**config.mk**
```make
export PLATFORM = sky130hd
export DESIGN_NAME = jtopl_wrseq
export DESIGN_NICKNAME = d
export VERILOG_FILES = /design/src/rtl/jtopl_pkg.sv /design/src/rtl/jtopl_wr_decode.sv /design/src/rtl/jtopl_wrseq.sv
export SDC_FILE = /design/constraint.sdc
export NUM_CORES = 1
export LEC_CHECK = 0
export CORE_ASPECT_RATIO = 1.2
export CORE_MARGIN = 5
export CORE_UTILIZATION = 50
export CTS_CLUSTER_SIZE = 16
export DETAILED_ROUTE_END_ITERATION = 16
export PLACE_DENSITY_LB_ADDON = 0.25
export SKIP_LAST_GASP = 1
export SYNTH_ARGS = -nofsm -noshare
export SYNTH_HDL_FRONTEND = slang
export SYNTH_SLANG_ARGS = --single-unit
```
**constraint.sdc**
```tcl
create_clock -name clk -period 4.5 [get_ports clk]
set_input_delay 0.45 -clock clk [delete_from_list [all_inputs] [get_ports clk]]
set_output_delay 0.45 -clock clk [all_outputs]
set_load 0.02 [all_outputs]
```
**src/rtl/jtopl_pkg.sv**
```systemverilog
// Shared definitions for the OPL register write path.
//   - Address-range high nibbles for operator and channel registers.
//   - Slot geometry: 3 groups of 6 subslots, 18 slots per frame.
//   - Bit positions of the update strobes in the one-hot strobe vector.
//   - Write sequencer state encoding.
package jtopl_pkg;

    // High nibble of each register range. Operator ranges span two nibbles
    // (e.g. 0x20-0x35 for MULT), so the odd neighbour is also accepted.
    localparam logic [3:0] OP_MULT  = 4'h2;
    localparam logic [3:0] OP_KSLTL = 4'h4;
    localparam logic [3:0] OP_ARDR  = 4'h6;
    localparam logic [3:0] OP_SLRR  = 4'h8;
    localparam logic [3:0] CH_FNLO  = 4'hA;
    localparam logic [3:0] CH_FNHI  = 4'hB;
    localparam logic [3:0] CH_FBCON = 4'hC;

    localparam int NGROUP = 3;
    localparam int NSUB   = 6;
    localparam int NSLOT  = NGROUP * NSUB;
    localparam int NCHAN  = 9;

    // Position of each update strobe inside the one-hot strobe vector.
    localparam int UP_MULT  = 0;
    localparam int UP_KSLTL = 1;
    localparam int UP_ARDR  = 2;
    localparam int UP_SLRR  = 3;
    localparam int UP_FNLO  = 4;
    localparam int UP_FNHI  = 5;
    localparam int UP_FBCON = 6;
    localparam int NUP      = 7;

    typedef enum logic [1:0] {
        ST_IDLE = 2'd0,
        ST_WAIT = 2'd1,
        ST_HOLD = 2'd2
    } wrseq_state_t;

endpackage

```
**src/rtl/jtopl_wr_decode.sv**
```systemverilog
// Combinational register-address decoder for the write sequencer.
// Ports:
//   addr   in  8  latched OPL register address
//   strobe out 7  one-hot update strobe (bit order per UP_* in jtopl_pkg)
//   group  out 2  target slot group, 0..2
//   sub    out 3  target subslot, 0..5
//   valid  out 1  address maps to an operator or channel register
module jtopl_wr_decode
    import jtopl_pkg::*;
(
    input  logic [7:0]     addr,
    output logic [NUP-1:0] strobe,
    output logic [1:0]     group,
    output logic [2:0]     sub,
    output logic           valid
);

    logic       op_hit;
    logic       ch_hit;
    logic [2:0] idx;

    always_comb begin
        op_hit = 1'b0;
        ch_hit = 1'b0;
        idx    = 3'd0;
        strobe = '0;
        group  = 2'd0;
        sub    = 3'd0;
        valid  = 1'b0;

        case (addr[7:4])
            OP_MULT,  OP_MULT  | 4'h1: begin op_hit = 1'b1; idx = 3'(UP_MULT);  end
            OP_KSLTL, OP_KSLTL | 4'h1: begin op_hit = 1'b1; idx = 3'(UP_KSLTL); end
            OP_ARDR,  OP_ARDR  | 4'h1: begin op_hit = 1'b1; idx = 3'(UP_ARDR);  end
            OP_SLRR,  OP_SLRR  | 4'h1: begin op_hit = 1'b1; idx = 3'(UP_SLRR);  end
            CH_FNLO:                   begin ch_hit = 1'b1; idx = 3'(UP_FNLO);  end
            CH_FNHI:                   begin ch_hit = 1'b1; idx = 3'(UP_FNHI);  end
            CH_FBCON:                  begin ch_hit = 1'b1; idx = 3'(UP_FBCON); end
            default:                   begin op_hit = 1'b0; ch_hit = 1'b0;     end
        endcase

        if (op_hit) begin
            // Operator offset: bits [4:3] pick the group, [2:0] the subslot.
            // Offsets 6,7 in each group and the whole fourth group are holes.
            group = addr[4:3];
            sub   = addr[2:0];
            valid = (addr[4:3] != 2'd3) && (addr[2:0] < 3'(NSUB));
        end else if (ch_hit) begin
            // Channel n lives at group n/3, subslot n%3.
            group = 2'(addr[3:0] / 4'd3);
            sub   = 3'(addr[3:0] % 4'd3);
            valid = addr[3:0] < 4'(NCHAN);
        end

        if (valid) begin
            strobe[idx] = 1'b1;
        end
    end

endmodule

```
**src/rtl/jtopl_wrseq.sv**
```systemverilog
// CPU-side write sequencer for the operator/channel register store.
// An address-port write latches the register address; a data-port write
// with a decodable address raises one update strobe, presents the data
// byte and target slot, and holds them until the slot counter reaches the
// target and the store's update pipeline has drained (HOLD extra cens).
// Ports:
//   clk, rst            clock, synchronous active-high reset
//   cen                 clock enable, one per slot
//   wr, addr, din       bus write strobe, port select (0 addr / 1 data), data
//   zero                store slot counter is at group 0, subslot 0
//   busy                update in flight
//   write               one-clk pulse per accepted data write
//   dout                data byte presented to the store
//   sel_group, sel_sub  target slot of the in-flight update
//   up_*                register update strobes, at most one high
module jtopl_wrseq
    import jtopl_pkg::*;
#(
    parameter int HOLD = 3
) (
    input  logic       clk,
    input  logic       rst,
    input  logic       cen,
    input  logic       wr,
    input  logic       addr,
    input  logic [7:0] din,
    input  logic       zero,
    output logic       busy,
    output logic       write,
    output logic [7:0] dout,
    output logic [1:0] sel_group,
    output logic [2:0] sel_sub,
    output logic       up_mult,
    output logic       up_ksl_tl,
    output logic       up_ar_dr,
    output logic       up_sl_rr,
    output logic       up_fnumlo,
    output logic       up_fnumhi,
    output logic       up_fbcon
);

    localparam int HW = (HOLD < 1) ? 1 : $clog2(HOLD + 1);

    wrseq_state_t   state;
    logic [7:0]     addr_q;
    logic [HW-1:0]  hold_cnt;
    logic [NUP-1:0] up_q;

    logic [1:0]     cnt_group;
    logic [2:0]     cnt_sub;
    logic [1:0]     cur_group;
    logic [2:0]     cur_sub;
    logic [1:0]     nxt_group;
    logic [2:0]     nxt_sub;

    logic [NUP-1:0] dec_strobe;
    logic [1:0]     dec_group;
    logic [2:0]     dec_sub;
    logic           dec_valid;

    logic           slot_match;

    jtopl_wr_decode u_decode (
        .addr   (addr_q),
        .strobe (dec_strobe),
        .group  (dec_group),
        .sub    (dec_sub),
        .valid  (dec_valid)
    );

    // Slot tracker. The store's zero flag forces the local count back to
    // slot 0, so the tracker resynchronises once per frame even after a
    // local reset that the store did not see.
    always_comb begin
        cur_group = zero ? 2'd0 : cnt_group;
        cur_sub   = zero ? 3'd0 : cnt_sub;
        if (cur_sub == 3'(NSUB - 1)) begin
            nxt_sub   = 3'd0;
            nxt_group = (cur_group == 2'(NGROUP - 1)) ? 2'd0 : cur_group + 2'd1;
        end else begin
            nxt_sub   = cur_sub + 3'd1;
            nxt_group = cur_group;
        end
    end

    always_ff @(posedge clk) begin
        if (rst) begin
            cnt_group <= 2'd0;
            cnt_sub   <= 3'd0;
        end else if (cen) begin
            cnt_group <= nxt_group;
            cnt_sub   <= nxt_sub;
        end
    end

    assign slot_match = (cur_group == sel_group) && (cur_sub == sel_sub);

    // Sequencer. Accepts only from IDLE, so an accept and a release can
    // never land on the same clk and at most one strobe is ever high.
    always_ff @(posedge clk) begin
        if (rst) begin
            state     <= ST_IDLE;
            addr_q    <= 8'd0;
            hold_cnt  <= '0;
            up_q      <= '0;
            busy      <= 1'b0;
            write     <= 1'b0;
            dout      <= 8'd0;
            sel_group <= 2'd0;
            sel_sub   <= 3'd0;
        end else begin
            write <= 1'b0;

            // Address-port writes are taken at any time; the decode of an
            // in-flight update was already captured in sel_*/up_q.
            if (wr && !addr) begin
                addr_q <= din;
            end

            case (state)
                ST_IDLE: begin
                    if (wr && addr && dec_valid) begin
                        dout      <= din;
                        sel_group <= dec_group;
                        sel_sub   <= dec_sub;
                        up_q      <= dec_strobe;
                        write     <= 1'b1;
                        busy      <= 1'b1;
                        state     <= ST_WAIT;
                    end
                end
                ST_WAIT: begin
                    if (cen && slot_match) begin
                        hold_cnt <= HW'(HOLD);
                        state    <= ST_HOLD;
                    end
                end
                ST_HOLD: begin
                    // Keep the strobe up while the target slot walks through
                    // the remaining store pipeline stages.
                    if (cen) begin
                        if (hold_cnt == '0) begin
                            up_q  <= '0;
                            busy  <= 1'b0;
                            state <= ST_IDLE;
                        end else begin
                            hold_cnt <= hold_cnt - HW'(1);
                        end
                    end
                end
                default: begin
                    state <= ST_IDLE;
                end
            endcase
        end
    end

    assign up_mult   = up_q[UP_MULT];
    assign up_ksl_tl = up_q[UP_KSLTL];
    assign up_ar_dr  = up_q[UP_ARDR];
    assign up_sl_rr  = up_q[UP_SLRR];
    assign up_fnumlo = up_q[UP_FNLO];
    assign up_fnumhi = up_q[UP_FNHI];
    assign up_fbcon  = up_q[UP_FBCON];

endmodule

```
# Word-level counts from Yosys, hierarchy flattened
# Cells that the tools add are included.
[op_classes] eq_ne=23 n_bitwise=1 n_addsub=3 magnitude_cmp=4 div=2 mux=35 reduce_logical=22
[op_table] op="7-bit two-way mux" count=4
[op_table] op="2-bit two-way mux" count=12
[op_table] op="4-bit equality test (second input constant)" count=5
[op_table] op="3-bit case mux with 6 select lines" count=1
[op_table] op="4-bit by 3-bit equality test with 1-bit output (second input constant)" count=4
[op_table] op="7-bit case mux with 2 select lines" count=1
[op_table] op="3-bit two-way mux" count=4
[op_table] op="2-bit != test (second input constant)" count=6
[op_table] op="4-bit AND reduction" count=3
[op_table] op="1-bit two-way mux" count=9
[op_table] op="4-bit by 2-bit equality test with 1-bit output (second input constant)" count=2
[op_table] op="2-bit OR reduction" count=4
[op_table] op="8-bit OR reduction" count=1
[op_table] op="1-bit logical AND" count=7
[op_table] op="2-bit case mux with 3 select lines" count=1
[op_table] op="4-bit by 2-bit divider with 4-bit output (second input constant)" count=1
[op_table] op="2-bit equality test (second input constant)" count=2
[op_table] op="2-bit logical NOT" count=2
[op_table] op="3-bit by 4-bit less-than comparator with 1-bit output (second input constant)" count=1
[op_table] op="4-bit less-than comparator (second input constant)" count=1
[op_table] op="4-bit by 2-bit remainder unit with 4-bit output (second input constant)" count=1
[op_table] op="2-bit case mux with 2 select lines" count=1
[op_table] op="2-bit nonzero test" count=2
[op_table] op="3-bit by 1-bit adder with 3-bit output (second input constant)" count=1
[op_table] op="other kinds (14)" count=14
[word_totals] ff_bits=39 in_bits=14 output_inout_bits=22 wordCells=101

# Longest topological paths before layout
# Gate-level depths: netlist (run 1).
[depth] depth_word=10 depth_mapped=9 ltp_nobuf=8

# Hierarchy
# A second synthesis (run 1) with hierarchy kept.
[hier_totals] cells_unflattened=237 area_unflattened_um2=1943.1
[by_module_without_submodules] module="jtopl_wrseq" cells_per_inst=183 area_per_inst_um2=1551.5 n_inst=1 seq_area_each_um2=780.7
[by_module_without_submodules] module="jtopl_wr_decode" cells_per_inst=54 area_per_inst_um2=391.6 n_inst=1 seq_area_each_um2=0.0

# Least setup slack after synthesis (run 1)
# Ideal clock, no wire load.
[synth_timing] kind="flip-flop to flip-flop" startpoint="register addr_q[2]" endpoint="register sel_sub[0]" path_slack_ns=2.555 path_stages_with_launch=10 synth_period_minus_slack_ns=1.945 arrival_ns=1.826 path_buffers=1 t_required_ns=4.381 setup_ns=0.119 cell_sequence="dfxtp_1 -> clkbuf_2 -> nand3b_1 -> ha_1 -> or2_2 -> nand2_1 -> ha_1 -> o31ai_1 -> nor3b_1 -> o221a_1"
[synth_between] elab_chain_cells=5 elab_cells_between_ends=10 cone_classes="div: 1; order compare: 2; mux: 4; reduce/logical: 3"
[synth_lines] element="from (decl)" line_no="jtopl_wrseq.sv:45" text="logic [7:0] addr_q;"
[synth_lines] element="from (signal assigned)" line_no="jtopl_wrseq.sv:117" text="addr_q <= din;"
[synth_lines] element="branches (longest 5 deep; another with 4-bit by 2-bit remainder unit with 4-bit output)"
[synth_lines] element="to (signal assigned)" line_no="jtopl_wrseq.sv:125" text="sel_sub <= dec_sub;"
[synth_lines] element="to (decl)" line_no="jtopl_wrseq.sv:32" text="output logic [2:0] sel_sub,"
# Parallel ways; which one is timed is not known.
# A chain may end at the register's enable or synchronous reset.

# Final worst setup path (run 1)
[layout_timing] startpoint="register addr_q[2]" endpoint="register sel_sub[1]"
# The elaborated chain is that of the path after synthesis.

==> impl_results.md, run 1 <==
* Io pins at 36
* Final setup TNS at 0 ns
* Worst VDD drop at 0.2090 mV
* Dpl cells at a little over 300
* Distinct cell type count after synthesis at 55
* GR Util met1 at a little over a fifth
* Static Leak at between 0.8 and 0.9 nW
* Crit path DAT at 2.43 ns
* Sink Count at 39
* TritonRoute pass-1 iters at 4
* CP top delay family: flip-flops
* Power after layout at between 800 and 900 uW
* WP data required at around 4.6 ns
* Die ar. at 5441 sq um
* Synth area leader: dfxtp_1
* WL/cell at around 13 microns
* Number of port buffers at 35
* Fill cells at roughly 360
* Max stage delay on crit path at slightly below 0.6 ns
* Post-DP HPWL at slightly above 3000 microns
* CTS-repair resized insts at 0
* Routed Antenna Nets at 0
* Highest clock rate at roughly 0.44 GHz
* PD cells at between 300 and 400 nW/um^2
* Post-synth EDFFs at 0
* DRC errors left at 0
* Yosys top cell area share at between 30% and 40%
* Die Wd at between 60 and 70 microns
* Cell chosen for the clock root: clkbuf_8
* Crit path top cell by count: ha_1
* Final Setup Violations at 0
* Final Hold Fails at 0
* Drt via density at 5.478
* Row cnt at 25
* Area grow syn2layout at 22.43%
* CP Class: reg2reg
* Initial antenna violation count at 0
* Sequential share of the synthesized area at 38.45%
* Final Skew at 0.007636 ns
* Clock slew at reported path FFs at 0.08 ns
* Finished Layout Cells at between 300 and 400
* DRT iter0 DRCs at 69
* Vias in the first global route at approximately 1600
* Relative slew slack at about two fifths
* Fin. max-slew vios at 0
* CP Max Fanout at 9
* # Max-Cap Violations at 0
* Tightest Pin Transition at just over 0.9 ns
* Syn nets at 252
* Met3 Use GR at 4.085%
* Final period utilization at about half
* Run status: complete, no violations
* Synthesis warning total at 0
* Global routing usage on met2 at between 20% and 30%
* Syn_area_per_cell at 8.641 sq um
* Final worst setup slack at 2.203 ns
* Fin nets at roughly 280
* First-pass GRT wire length at 7362 microns
* Unrepaired setup endpoints after global routing: no
* Post-Syn Instances at about 240
* Dominant cells by area after synthesis: dfxtp_1 38%, mux2i_1 6.4%, nand2_1 5.7%
* Post-synth top flop: dfxtp_1
* CTS tree: built
* Startpoint types: register
* Number of diodes at 0
* Post-synth ARST share at 0%
* Die Span Y at between 70 and 80 microns
* Initial Util at 51.52%
* Clk buf depth at 2
* GR peak layer: met2
* Mapped Area at a little over 2000 sq um
* H-tree levels at 2
* Total track usage at between 10% and 20%
* Grt ovf at 0
* Post-CTS Setup Repair Bufs at 0
* Core Footprint at just under 4000 sq um
* Slowest CP cell: dfxtp_1
* CTS buffer count at 5
* Final WL at 4263 microns
* HP Class: reg2reg
* Gp weighted congestion at about 0.86
* Share of layout cells above drive strength 1 at roughly 9%
* Largest net degree at the start of global routing at 32
* Tmin final at approximately 2.3 ns
* Worst skew pair latency at 0.29 ns
* Hold buffer count at cts at 0
* Flops & latches, synth at 39
* Pre-CTS setup slack at approximately 2.0 ns
* Worst path cell trace: nand3b_1, ha_1, o211ai_1, nand2_1, ha_1, nor3_1, mux2i_1, a31oi_1
* Crit path buf inv count at 0
* CP Capture Type: register
* Vias at between 1500 and 2000
area by class of cell:
type	instances	area (sq um)	share of cell area (%)
sequential	39	780.7	31.40
timing repair buffer	36	357.8	14.39
tap	54	67.56	2.718
clock inverter	3	67.56	2.718
multi-input combinational	172	1117	44.94
clock buffer	5	68.82	2.768
inverter	7	26.28	1.057
routing by layer:
metal | part of all wire [%] | wire length (microns)
met5 | 0 | 0
met4 | 0.80 | 34
met3 | 4.1 | 175
met2 | 49 | 2107
met1 | 46 | 1947
tightest hold or removal path, stage by stage, from the launching register on:
cell and delay, ns:
dfxtp_1 0.30, inv_1 0.07, a31oi_1 0.07
placed cells by master (no fill, tap or decap), drive strengths merged, types with 2 or more instances in the layout:
| cell | synthesis | routed |
|---|---|---|
| a22oi | 3 | 3 |
| a31oi | 4 | 4 |
| a21boi | 3 | 3 |
| a211oi | 2 | 2 |
| a22o | 2 | 2 |
| nand4bb | 2 | 2 |
| and3 | 2 | 2 |
| o31ai | 2 | 2 |
| clkbuf | 9 | 5 |
| and2 | 3 | 3 |
| nor2 | 23 | 23 |
| bufinv | 0 | 2 |
| nor3b | 5 | 5 |
| clkdlybuf4s50 | 0 | 35 |
| or2 | 3 | 3 |
| nand2b | 4 | 4 |
| and3b | 3 | 3 |
| nand3b | 7 | 7 |
| nand3 | 3 | 3 |
| nor3 | 3 | 3 |
| dfxtp | 39 | 39 |
| nand2 | 31 | 31 |
| o211ai | 3 | 3 |
| inv | 7 | 7 |
| mux2i | 13 | 13 |
| a21oi | 19 | 19 |
| nor2b | 3 | 3 |
| ha | 3 | 3 |
| nor4bb | 2 | 2 |
| o21ai | 10 | 10 |
power breakdown:
| part | internal [mW] | switching, mW | leakage, nW |
|---|---|---|---|
| clock | 0.221 | 0.125 | 0.0644 |
| combinational | 0.0475 | 0.0500 | 0.485 |
| sequential | 0.356 | 0.0152 | 0.316 |
| total | 0.625 | 0.190 | 0.865 |
synthesized netlist by cell type (all sizes together) (3+ instances only):
library cell  instances
nor3b                 5
a21boi                3
buf                   8
nor3                  3
and3b                 3
or2                   3
inv                   7
a31oi                 4
o21ai                10
clkbuf                9
ha                    3
mux2i                13
a22oi                 3
a21oi                19
nand2b                4
and2                  3
nand2                31
nor2b                 3
o211ai                3
nand3                 3
dfxtp                39
nand3b                7
nor2                 23
through the flow:
step	utilization, %	instance area, sq um	hold WS [ns]
2_1_floorplan	-	2031	0.4394
5_1_grt	63.08	2486	0.4952
3_5_place_dp	59.62	2350	0.4730
3_3_place_gp	59.62	2350	0.4623
4_1_cts	63.08	2486	0.4851
6_report	63.08	2486	0.4805
final timing paths:
check                           depth (start not counted)  slack, ns                     start                  endpoint
worst max-delay path                                    8       2.20    addr_q[2]$_SDFFE_PP0P_   sel_sub[1]$_SDFFE_PP0P_
worst min-delay path                                    2       0.48  hold_cnt[1]$_SDFFE_PP0P_  hold_cnt[1]$_SDFFE_PP0P_
worst max register to register                          8       2.20    addr_q[2]$_SDFFE_PP0P_   sel_sub[1]$_SDFFE_PP0P_
worst min register to register                          2       0.48  hold_cnt[1]$_SDFFE_PP0P_  hold_cnt[1]$_SDFFE_PP0P_
logic make-up (layout without fill, tap and decap cells):
logic type,count (synthesis),count (layout),synth area share (%)
DFF,39,39,38.45
muxes,13,13,6.408
xor gates and xnor gates,1,1,0.4314
AOI/OAI and AO/OA,55,55,19.04
and+or+nand+nor,100,100,27.30
buffers and inverters,24,51,6.531
adders and majority gates,3,3,1.849
registers in the layout, indices dropped and copies added, names as in the netlist:
| name | cells |
|---|---|
| addr_q | 8 |
| dout | 8 |
| up_q | 7 |
| cnt_sub | 3 |
| sel_sub | 3 |
| cnt_group | 2 |
| hold_cnt | 2 |
| sel_group | 2 |
| state | 2 |
| busy | 1 |
| write | 1 |
(Power assumes the default switching activity.)
==> run 2: changes to the inputs <==
==> constraint.sdc (replaced) <==
create_clock -name clk -period 2.2 [get_ports clk]
set_input_delay 0.22 -clock clk [delete_from_list [all_inputs] [get_ports clk]]
set_output_delay 0.22 -clock clk [all_outputs]
set_load 0.02 [all_outputs]
==> impl_results.md, run 2 (synthesized netlist as in run 1, its figures left out) <==
* Max stage delay on crit path at 0.34 ns (was 0.58 ns)
* Final setup TNS at 0 ns (unchanged)
* Run status: complete, no violations (unchanged)
* Unrepaired setup endpoints after global routing: no (unchanged)
* Cell chosen for the clock root: clkbuf_8 (unchanged)
* Reg area at 780.7 sq um (unchanged)
* Initial antenna violation count at 0 (unchanged)
* Clk buf depth at 2 (unchanged)
* First-pass GRT wire length at 7396 microns (was 7362 microns)
* Vias in the first global route at 1674 (was 1634)
* CTS tree: built (unchanged)
* Sink Count at 39 (unchanged)
* Final WL at 4337 microns (was 4263 microns)
* Highest clock rate at 0.5026 GHz (was 0.4354 GHz)
* # Max-Cap Violations at 0 (unchanged)
* Multi-input logic area at 1117 sq um (unchanged)
* Worst path cell trace: nand3b_1, ha_1, o211ai_1, nand2_1, ha_1, nor3_1, a2bb2oi_1, a211oi_2 (was nand3b_1, ha_1, o211ai_1, nand2_1, ha_1, nor3_1, mux2i_1, a31oi_1)
* Crit path top cell by count: ha_1 (unchanged)
* Crit path DAT at 2.17 ns (was 2.43 ns)
* Slowest CP cell: dfxtp_1 (unchanged)
* Final instance area at 2502 sq um (was 2486 sq um)
* Gp weighted congestion at 0.8745 (was 0.8560)
* Number of port buffers at 35 (unchanged)
* Fill cells at 369 (was 356)
* Tightest Pin Transition at 0.6382 ns (was 0.9100 ns)
* Final Core Density at 63.49% (was 63.08%)
* GR Util met1 at 19.93% (was 21.66%)
* Row cnt at 25 (unchanged)
* Relative slew slack at 57.36% (was 39.18%)
* Grt ovf at 0 (unchanged)
* Fin. max-slew vios at 0 (unchanged)
* WP data required at 2.38 ns (was 4.63 ns)
* Routed Antenna Nets at 0 (unchanged)
* PD cells at 584.9 nW/um^2 (was 327.6 nW/um^2)
* CP Class: reg2reg (unchanged)
* Share of layout cells above drive strength 1 at 11.48% (was 8.779%)
* Tmin final at 1.990 ns (was 2.297 ns)
* Startpoint types: register (unchanged)
* Hold buffer count at cts at 0 (unchanged)
* CP Capture Type: register (unchanged)
* H-tree levels at 2 (unchanged)
* Initial Util at 51.52% (unchanged)
* Total track usage at 17.61% (was 17.33%)
* TritonRoute pass-1 iters at 4 (unchanged)
* Crit path buf inv count at 0 (unchanged)
* Final Hold Fails at 0 (unchanged)
* Fin nets at 286 (was 278)
* Core Footprint at 3941 sq um (unchanged)
* Most frequent cells in the layout: 39 x dfxtp_1, 35 x clkdlybuf4s50_1, 31 x nand2_1 (unchanged)
* Worst VDD drop at 0.4444 mV (was 0.2090 mV)
* Final Skew at 0.005347 ns (was 0.007636 ns)
* Largest registers: addr_q x8, dout x8, up_q x7 (unchanged)
* Number of diodes at 0 (unchanged)
* Post-DP HPWL at 3251 microns (was 3046 microns)
* HP Class: reg2reg (unchanged)
* DRT iter0 DRCs at 87 (was 69)
* Largest net degree at the start of global routing at 24 (was 32)
* Io pins at 36 (unchanged)
* DRC errors left at 0 (unchanged)
* Drt via density at 5.346 (was 5.478)
* Cell area after placement at 2410 sq um (was 2350 sq um)
* Die Span Y at 79.81 microns (unchanged)
* CTS buffer count at 5 (unchanged)
* Area grow syn2layout at 23.23% (was 22.43%)
* Clock slew at reported path FFs at 0.08 ns (about the same)
* Worst skew pair latency at 0.29 ns (about the same)
* Met3 Use GR at 5.070% (was 4.085%)
* Vias at 1732 (was 1731)
* WL/cell at 13.39 microns (was 13.49 microns)
* Final period utilization at 90.44% (was 51.04%)
* CP top delay family: simple AND/OR/NAND/NOR gates (was flip-flops)
* CTS-repair resized insts at 0 (unchanged)
* CP Max Fanout at 7 (was 9)
* GR peak layer: met2 (unchanged)
* Die ar. at 5441 sq um (unchanged)
* Global routing usage on met2 at 30.47% (was 28.45%)
* Final Setup Violations at 0 (unchanged)
* Commonest non-fill, non-tap cell in the layout: dfxtp_1 (unchanged)
* Hold WS at 0.4687 ns (was 0.4805 ns)
* Static Leak at 0.8829 nW (was 0.8654 nW)
* Post-CTS Setup Repair Bufs at 0 (unchanged)
* Die Wd at 68.18 microns (unchanged)
## run 2: routing by layer
| layer | wire length, microns | vias up |
|---|---|---|
| li1 | - | 894 |
| met1 | 1897 | 806 |
| met2 | 2237 | 30 |
| met3 | 165 | 2 |
| met4 | 36 | 0 |
| met5 | 0 | - |
## run 2: final cells by class
| class | count | area share (%) |
|---|---|---|
| Inverter | 7 | 1.050 |
| Clock buffer | 5 | 2.750 |
| Sequential cell | 39 | 31.20 |
| Multi-Input combinational cell | 172 | 44.65 |
| Clock inverter | 3 | 0.9500 |
| Tap cell | 54 | 2.700 |
| Timing Repair Buffer | 44 | 16.70 |
## run 2: per-stage QoR
step                      instances  setup WS [ns]  power (mW)
final                           324         0.2103       1.464
after global routing            324        0.06659       1.528
after CTS                       324         0.1974       1.477
after detailed placement        316         0.2206      0.9842
after global placement          316         0.2643      0.9800
after floorplan                 235         0.2551      0.9081
## run 2: power by group
part | internal, mW | switching [mW] | leakage [nW] | total, mW
clock network | 0.227 | 0.271 | 0.0408 | 0.497
registers | 0.728 | 0.0248 | 0.316 | 0.753
logic | 0.104 | 0.109 | 0.526 | 0.213
## run 2: worst reg2reg max path, stage by stage, from the launching register on
cell and delay, ns:
dfxtp_1 0.34, nand3b_1 0.16, ha_1 0.27, o211ai_1 0.13, nand2_1 0.08, ha_1 0.24, nor3_1 0.32, a2bb2oi_1 0.25
a211oi_2 0.10
## run 2: path summary, 6_finish.rpt
check | end | start | slack (ns) | cells after the start
worst min-delay path | hold_cnt[1]$_SDFFE_PP0P_ | hold_cnt[1]$_SDFFE_PP0P_ | 0.47 | 2
worst max-delay path | sel_group[0]$_SDFFE_PP0P_ | addr_q[3]$_SDFFE_PP0P_ | 0.21 | 8
worst max register to register | sel_group[0]$_SDFFE_PP0P_ | addr_q[3]$_SDFFE_PP0P_ | 0.21 | 8
worst min register to register | hold_cnt[1]$_SDFFE_PP0P_ | hold_cnt[1]$_SDFFE_PP0P_ | 0.47 | 2
==> run 3: changes to the inputs <==
--- a/config.mk
+++ b/config.mk
@@ -10,6 +10,7 @@
 export CORE_UTILIZATION = 50
 export CTS_CLUSTER_SIZE = 16
 export DETAILED_ROUTE_END_ITERATION = 16
+export DONT_BUFFER_PORTS = 1
 export PLACE_DENSITY_LB_ADDON = 0.25
 export SKIP_LAST_GASP = 1
 export SYNTH_ARGS = -nofsm -noshare
==> impl_results.md, run 3 (synthesized netlist as in run 1, its figures left out) <==
* HP Class: in2reg (was reg2reg)
* Static Leak at 0.7656 nW (was 0.8829 nW)
* Worst skew pair latency at 0.28 ns (was 0.29 ns)
* Cell Int Power at 1.161 mW (was 1.059 mW)
* Worst path cell trace: nand3b_1, ha_1, o211ai_1, nand2_1, ha_1, nor3_2, a2bb2oi_1, a211oi_2 (was nand3b_1, ha_1, o211ai_1, nand2_1, ha_1, nor3_1, a2bb2oi_1, a211oi_2)
* WL/cell at 14.46 microns (was 13.39 microns)
* Post-DP HPWL at 2912 microns (was 3251 microns)
* CTS buffer count at 5 (unchanged)
* Drt via density at 5.517 (was 5.346)
* Gate power share at 9.5% (was 14.6%)
* Share of layout cells above drive strength 1 at 11.64% (was 11.48%)
* Slowest CP cell: dfxtp_1 (unchanged)
* Final period utilization at 90.72% (was 90.44%)
* Post-CTS Setup Repair Bufs at 0 (unchanged)
* Startpoint types: register (unchanged)
* Highest clock rate at 0.5011 GHz (was 0.5026 GHz)
* Sink Count at 39 (unchanged)
* PD cells at 702.4 nW/um^2 (was 584.9 nW/um^2)
* Die Span Y at 79.81 microns (unchanged)
* Core Footprint at 3941 sq um (unchanged)
* Reg area at 780.7 sq um (unchanged)
* Crit path buf inv count at 0 (unchanged)
* CP top delay family: adder cells (was simple AND/OR/NAND/NOR gates)
* WP data required at 2.32 ns (was 2.38 ns)
* Fin nets at 248 (was 286)
* Max stage delay on crit path at 0.36 ns (was 0.34 ns)
* Vias at 1578 (was 1732)
* Tmin final at 1.996 ns (was 1.990 ns)
* Tightest Pin Transition at 1.095 ns (was 0.6382 ns)
* Unrepaired setup endpoints after global routing: yes (was no)
* CTS tree: built (unchanged)
* Number of diodes at 0 (unchanged)
* Final instance area at 2177 sq um (was 2502 sq um)
* Fill cells at 391 (was 369)
* TritonRoute pass-1 iters at 4 (unchanged)
* Power after layout at 1.529 mW (was 1.464 mW)
* Cell chosen for the clock root: clkbuf_8 (unchanged)
* Final Skew at 0.005176 ns (was 0.005347 ns)
* Die Wd at 68.18 microns (unchanged)
* Final Hold Fails at 0 (unchanged)
* Largest net degree at the start of global routing at 29 (was 24)
* CP Capture Type: register (unchanged)
* CP Class: reg2reg (unchanged)
* Final setup TNS at 0 ns (unchanged)
* Clock slew at reported path FFs at 0.08 ns (about the same)
* Die ar. at 5441 sq um (unchanged)
* Io pins at 36 (unchanged)
* First-pass GRT wire length at 7196 microns (was 7396 microns)
* Clk network pwr share at 40.1% (was 34.0%)
* DRT iter0 DRCs at 86 (was 87)
* Pre-CTS setup slack at 0.1996 ns (was 0.2206 ns)
* Area grow syn2layout at 7.209% (was 23.23%)
* Vias in the first global route at 1539 (was 1674)
* Worst VDD drop at 0.3643 mV (was 0.4444 mV)
* P_sw at 367.9 uW (was 404.7 uW)
* Grt ovf at 0 (unchanged)
* CP Max Fanout at 7 (unchanged)
* Gp weighted congestion at 0.8241 (was 0.8745)
* Initial Util at 51.52% (unchanged)
* Net Sw Frac at 24.06% (was 27.65%)
* Fin. max-slew vios at 0 (unchanged)
* Crit path top cell by count: ha_1 (unchanged)
* Total track usage at 17.04% (was 17.61%)
* Finished Layout Cells at 286 (was 324)
* Final WL at 4135 microns (was 4337 microns)
* Number of port buffers at 0 (was 35)
* Relative slew slack at 26.74% (was 57.36%)
* Commonest non-fill, non-tap cell in the layout: dfxtp_1 (unchanged)
* Multi-input logic area at 1122 sq um (was 1117 sq um)
* Final Setup Violations at 0 (unchanged)
* DRC errors left at 0 (unchanged)
* Run status: complete, no violations (unchanged)
* Row cnt at 25 (unchanged)
* Crit path DAT at 2.11 ns (was 2.17 ns)
* Sequential share of power at 50.4% (was 51.4%)
* Dpl cells at 276 (was 316)
* Largest registers: addr_q x8, dout x8, up_q x7 (unchanged)
* Initial antenna violation count at 0 (unchanged)
* Most frequent cells in the layout: 39 x dfxtp_1, 31 x nand2_1, 21 x nor2_1 (was 39 x dfxtp_1, 35 x clkdlybuf4s50_1, 31 x nand2_1)
* Routed Antenna Nets at 0 (unchanged)
* Final worst setup slack at 0.2042 ns (was 0.2103 ns)
* H-tree levels at 2 (unchanged)
* # Max-Cap Violations at 0 (unchanged)
* Cell area after placement at 2034 sq um (was 2410 sq um)
* Clk buf depth at 2 (unchanged)
## run 3: cell types whose count changed in the layout (fill, tap and decap cells not counted), sizes merged
cell,previous run,this run
clkinv,0,1
clkbuf,5,6
bufinv,0,1
clkinvlp,2,0
dlygate4sd3,0,2
clkdlybuf4s50,35,0
buf,9,4
inv,8,7
## run 3: worst reg2reg max path, cell delays in order (launching register included)
cell and delay, ns:
dfxtp_1 0.36, nand3b_1 0.18, ha_1 0.27, o211ai_1 0.14
nand2_1 0.08, ha_1 0.25, nor3_2 0.25, a2bb2oi_1 0.23
a211oi_2 0.09
## run 3: per-layer routing
metal  vias up  share of wire [%]  global-route usage, %
met2        27                 49                  27.58
met5         -                  0                      0
met3         6                5.1                  4.930
li1        821                  -                      -
met4         0                1.3                  5.368
met1       724                 45                  21.40
## run 3: layout make-up
cell class	instances	share of cell area, %
well taps	54	3.103
clock buffers	6	3.793
clock inverters	2	1.609
inverters	7	1.207
multi-input cells	172	51.55
repair buffers	6	2.874
flip-flops and latches	39	35.86
## run 3: repair_timing
item	in CTS	in global routing
setup endpoints to repair	0	2
gates resized for setup	0	1
hold buffers	2	0
endpoints found under the hold margin	28	0
## run 3: path summary, 6_finish.rpt
path / startpoint / endpoint / slack [ns] / cells after the start
setup reg to reg: addr_q[3]$_SDFFE_PP0P_ / sel_group[0]$_SDFFE_PP0P_ / 0.20 / 8
hold / removal: din[6] / addr_q[6]$_SDFFE_PP0P_ / 0.07 / 2
hold reg to reg: hold_cnt[1]$_SDFFE_PP0P_ / hold_cnt[1]$_SDFFE_PP0P_ / 0.46 / 2
setup / recovery: addr_q[3]$_SDFFE_PP0P_ / sel_group[0]$_SDFFE_PP0P_ / 0.20 / 8
## run 3: power groups by stage
| stage | clock network [mW] | registers [mW] | logic [mW] |
|---|---|---|---|
| after floorplan | 0 | 0.774 | 0.134 |
| after global placement | 0 | 0.786 | 0.132 |
| after detailed placement | 0 | 0.787 | 0.133 |
| after CTS | 0.626 | 0.770 | 0.146 |
| after global routing | 0.667 | 0.775 | 0.164 |
| final | 0.614 | 0.770 | 0.145 |
## run 3: through the flow
stage               hold WS [ns]  utilization (%)
floorplan                 0.3560                -
global placement          0.2896            51.62
detailed placement        0.2909            51.62
CTS                      0.05906            55.11
global route             0.05285            55.24
finish                   0.06624            55.24
